## src/rtl/seq_det_pkg.sv

```systemverilog
// Shared helpers for the parametrised Moore pattern detector: state width and
// the elaboration-time KMP next-state function that fills its transition table.
package seq_det_pkg;

  localparam int MAX_N = 16;

  function automatic int state_w(input int n);
    return $clog2(n + 1);
  endfunction

  // Next state from S_k on input bit b: longest pattern prefix that is a suffix
  // of (first k pattern bits, then b). Pattern bit i (0 = first received) is
  // pattern[n-1-i].
  function automatic int kmp_next(input logic [MAX_N-1:0] pattern,
                                  input int n, input int k, input logic b);
    logic [MAX_N:0] seq;
    int             best;
    bit             ok;
    seq  = '0;
    best = 0;
    for (int i = 0; i < MAX_N; i++)
      if (i < k) seq[5'(i)] = pattern[4'(n - 1 - i)];
    seq[5'(k)] = b;
    for (int j = 1; j <= MAX_N; j++) begin
      if (j <= n && j <= k + 1) begin
        ok = 1'b1;
        for (int i = 0; i < MAX_N; i++)
          if (i < j && pattern[4'(n - 1 - i)] != seq[5'(k + 1 - j + i)]) ok = 1'b0;
        if (ok) best = j;
      end
    end
    return best;
  endfunction

endpackage

```

## src/rtl/sat_counter.sv

```systemverilog
// Saturating up-counter with synchronous clear; clear beats increment.
module sat_counter #(
  parameter int W = 8
) (
  input  logic         clk,
  input  logic         reset,
  input  logic         inc,
  input  logic         clr,
  output logic [W-1:0] count
);

  logic [W-1:0] r_count;

  // NOTE: sequential state uses non-blocking assignments so every register
  // samples pre-edge values regardless of block ordering.
  always_ff @(posedge clk) begin
    if (reset)                     r_count <= '0;
    else if (clr)                  r_count <= '0;
    else if (inc && r_count != '1) r_count <= r_count + 1'b1;
  end

  assign count = r_count;

endmodule

```

## src/rtl/seq_detector_moore.sv

```systemverilog
// Parametrised Moore serial pattern detector with input-valid qualifier,
// saturating match counter and a debug view of the state index.
module seq_detector_moore
  import seq_det_pkg::*;
#(
  parameter int           N       = 3,
  parameter logic [N-1:0] PATTERN = 3'b111,
  parameter bit           OVERLAP = 1'b1,
  parameter int           CNT_W   = 8,
  localparam int          SW      = state_w(N)
) (
  input  logic             clk,
  input  logic             reset,
  input  logic             A,
  input  logic             en,
  input  logic             clr,
  output logic             Y,
  output logic [CNT_W-1:0] match_count,
  output logic [SW-1:0]    state_dbg
);

  localparam logic [MAX_N-1:0] PAT16 = MAX_N'(PATTERN);
  localparam logic [SW-1:0]    S_N   = SW'(N);

  logic [SW-1:0] w_next_tbl [N+1][2];
  logic [SW-1:0] w_next;
  logic          w_inc;
  logic [SW-1:0] r_state;

  // Non-overlapping mode leaves S_N as if from empty, so it reuses the S_0 row.
  for (genvar k = 0; k <= N; k++) begin : g_state
    for (genvar b = 0; b < 2; b++) begin : g_bit
      localparam int            KSRC = (k == N && !OVERLAP) ? 0 : k;
      localparam logic [SW-1:0] NXT  = SW'(kmp_next(PAT16, N, KSRC, 1'(b)));
      assign w_next_tbl[k][b] = NXT;
    end
  end

  assign w_next = w_next_tbl[r_state][A];
  assign w_inc  = en && (w_next == S_N);

  always_ff @(posedge clk) begin
    if (reset)   r_state <= '0;
    else if (en) r_state <= w_next;
  end

  // Moore output: decoded from the state register only, never from A.
  assign Y         = (r_state == S_N);
  assign state_dbg = r_state;

  sat_counter #(.W(CNT_W)) u_match_cnt (
    .clk   (clk),
    .reset (reset),
    .inc   (w_inc),
    .clr   (clr),
    .count (match_count)
  );

endmodule
```

## config.mk

```make
export PLATFORM = sky130hd
export DESIGN_NAME = seq_detector_moore
export DESIGN_NICKNAME = d
export VERILOG_FILES = /design/src/rtl/seq_det_pkg.sv /design/src/rtl/sat_counter.sv /design/src/rtl/seq_detector_moore.sv
export SDC_FILE = /design/constraint.sdc
export NUM_CORES = 1
export LEC_CHECK = 0
export CORE_AREA = 5 5 42 44
export CTS_CLUSTER_DIAMETER = 50
export DETAILED_ROUTE_END_ITERATION = 10
export DIE_AREA = 0 0 47 49
export PLACE_DENSITY = 0.66
export SLEW_MARGIN = 30
export SYNTH_ARGS = -nofsm -noshare
export SYNTH_HDL_FRONTEND = slang
export SYNTH_SLANG_ARGS = --single-unit
export TNS_END_PERCENT = 1
```

## constraint.sdc

```tcl
create_clock -name clk -period 1.5 [get_ports clk]
set_input_delay 0.15 -clock clk [delete_from_list [all_inputs] [get_ports clk]]
set_output_delay 0.15 -clock clk [all_outputs]
set_load 0.005 [all_outputs]
```

==> results of run 1 <==
through the flow:
stage          utilization (%)  instances
2_1_floorplan                -         59
3_3_place_gp              53.0         98
3_5_place_dp              53.0         98
4_1_cts                   55.7        102
5_1_grt                   56.3        102
6_report                  56.3        102
sequential cells by signal, summed over array words and instances (netlist names):
register	cells
u_match_cnt.count	8
state_dbg	2
metal layers:
metal	share of wire [%]	vias up	wire length [um]
met3	6.0	2	74
met4	0.81	0	10
li1	-	276	-
met5	0	-	0
met1	44	244	541
met2	49	13	609
power by group:
group	switching, mW	internal (mW)	leakage (nW)	total (mW)
Clock	0.0961	0.147	0.0210	0.244
Combinational	0.0166	0.0240	0.186	0.0406
Sequential	0.00306	0.268	0.0816	0.271
critical path, cell delays in order, from the launching register on:
cell and delay (ns):
dfxtp_2 0.38, and2_1 0.14, clkdlybuf4s50_1 0.50
worst paths after layout:
path	from	endpoint	depth (start not counted)
min	state_dbg[0]	state_dbg[0]	2
max reg2reg	u_match_cnt.count[0]	u_match_cnt.count[2]	5
min reg2reg	state_dbg[0]	state_dbg[0]	2
max	state_dbg[1]	Y	2
cell type report:
cell class	count	area, um2
fillers	148	613
multi-input cells	46	308
repair buffers	23	210
flip-flops and latches	10	203
clock buffers	4	36.3
well taps	16	20.0
inverters	3	11.3
Yosys cell counts, drive strengths merged:
library cell  count
nor3b             1
o211ai            1
ha                1
dfxtp            10
and3              3
nor2              1
nand2             8
a31oi             1
a2111oi           1
mux2i             3
o31a              1
a21oi             5
or3               3
nor3              1
nand3             2
nand2b            1
o41ai             1
and2              1
or2               1
and4              1
nand4             1
nor2b             3
inv               3
a311oi            2
a211oi            2
o211a             1
kinds of logic after synthesis:
group,Yosys count
fa+ha+maj,1
buf+inv,3
simple gates,27
mux,3
compound gates,15
flops,10
timing repair:
action | CTS | global route
resized for setup | 1 | 3
hold buffers | 0 | 0
hold endpoints to repair | 0 | 0
endpoints found under the setup margin | 1 | 2
pin swaps | 0 | 0
==> impl_metrics.csv, run 1 <==
group,metric,value,unit
clocking,cts_buffer_depth,2,
final_layout,final_common_cell,"clkdlybuf4s50_1",
placed_design,place_area,743,um2
global_routing,antenna_found_initial,0,
floorplan,start_util,36.6,%
final_layout,n_antenna_cell,0,
critical_path,worstSetupStartpointType,"flip-flop",
clocking,cts_setup_buffers,0,
global_routing,use_met1,14.9,%
synthesis,synth_fp_nets,65,
synthesis,synth.yosys.warnings,0,
final_layout,final_area,788,um2
synthesis,synth_simple_gate_area_share,29.5,%
route,initialDrtViolationCount,8,
global_routing,met2_usage,18.8,%
clocking,root_buffer,"clkbuf_4",
critical_path,cp.required,1.35,ns
hold_path,min_path_type,"flip-flop to flip-flop",
placed_design,place.gp.congestion,0.684,
clocking,cts_tree,"yes",
timing,slew_headroom,75.6,%
placed_design,dp_hpwl,958,um
floorplan,dieArea,2300,um2
clocking,cts.sinks,10,
timing,max_freq,700,MHz
clocking,cts_made_buffers,3,
synthesis,synth_mux_area_share,5.85,%
critical_path,path_max_fanout,6,
global_routing,grt_use_met3,4.43,%
critical_path,cp.arrival,1.28,ns
synthesis,synth.top_cell.area_share,39.0,%
synthesis,synth-xor-area-share,0,%
clocking,htreeDepth,1,
final_layout,final_nets,93,
route,wl_per_cell,12.1,um
route,ant_nets,0,
global_routing,grt_pass1_wl,2030,um
timing,rsz0062_at_grt,"no",
final_layout,area_growth_syn_to_layout,53.7,%
timing,fin_crit,1.43,ns
synthesis,synthTopCellsByArea,"dfxtp_1, mux2i_1, nand2_1",
floorplan,die_h,49,um
timing,slew_violations,0,
job,maxCapViolations,0,
pwr,leakage,0.289,nW
global_routing,grt_use_total,12.5,%
pwr,powerDensity,705,nW/um2
synthesis,yosysSeqAreaShare,39.0,%
synthesis,synth_compound_area_share,21.0,%
timing,fin_setup_tns,0,ns
floorplan,num_rows,14,
status,outcome,"finished clean",
synthesis,synthAdderAreaFrac,2.44,%
route,routed_wl,1240,um
final_layout,layout_common_cells,"clkdlybuf4s50_1, nand2_1, buf_4, dfxtp_1, a21oi_1",
synthesis,synth.distinct_cells,27,
route,drt_first_pass_iters,3,
timing,setup-violations-final,0,
critical_path,end_kind,"output pin",
timing,tightest_slew,0.365,ns
global_routing,grt.busiest_layer,"met2",
final_layout,drive_gt1_share,19.8,%
synthesis,synth_top_family_by_area,"simple AND/OR/NAND/NOR gates",
critical_path,worstSetupPathType,"flip-flop to output pin",
floorplan,core_area,1400,um2
clocking,insertion_delay,0.27,ns
timing,holdWs,0.506,ns
route,drt-vias-per-instance,5.25,
synthesis,netlist_instances,59,
critical_path,r2r_setup_slack,0.10,ns
global_routing,overflow,0,
synthesis,syn_area,513,um2
clocking,path_clk_slew,0.06,ns
global_routing,grt_pass1_vias,500,
timing,fin_crit_sh,95.2,%
pwr,power,0.555,mW
placed_design,dp_slack,0.00786,ns
synthesis,syn_avg_cell_area,8.69,um2
synthesis,yosysTopAreaCell,"dfxtp_1",
route,vias,535,
timing,setup_ws,0.0716,ns
global_routing,grt_start_max_net_pins,8,
placed_design,port_buffers,15,
synthesis,ys_ff_latch,10,
route,drc,0,
floorplan,fp.dieW,47,um
floorplan,ios,16,
timing,skew,0.00596,ns
pwr,ir_worst_vdd,0.000458,V
timing,hold_viol,0,
No activity file was read; power rests on OpenSTA's default activity.
==> run 2: changes to the inputs <==
- CTS_BUF_LIST: not set -> sky130_fd_sc_hd__clkbuf_2 sky130_fd_sc_hd__clkbuf_4 sky130_fd_sc_hd__clkbuf_8
==> results of run 2 <==
No change in the layout: final DEF, timing and power equal those of run 1.
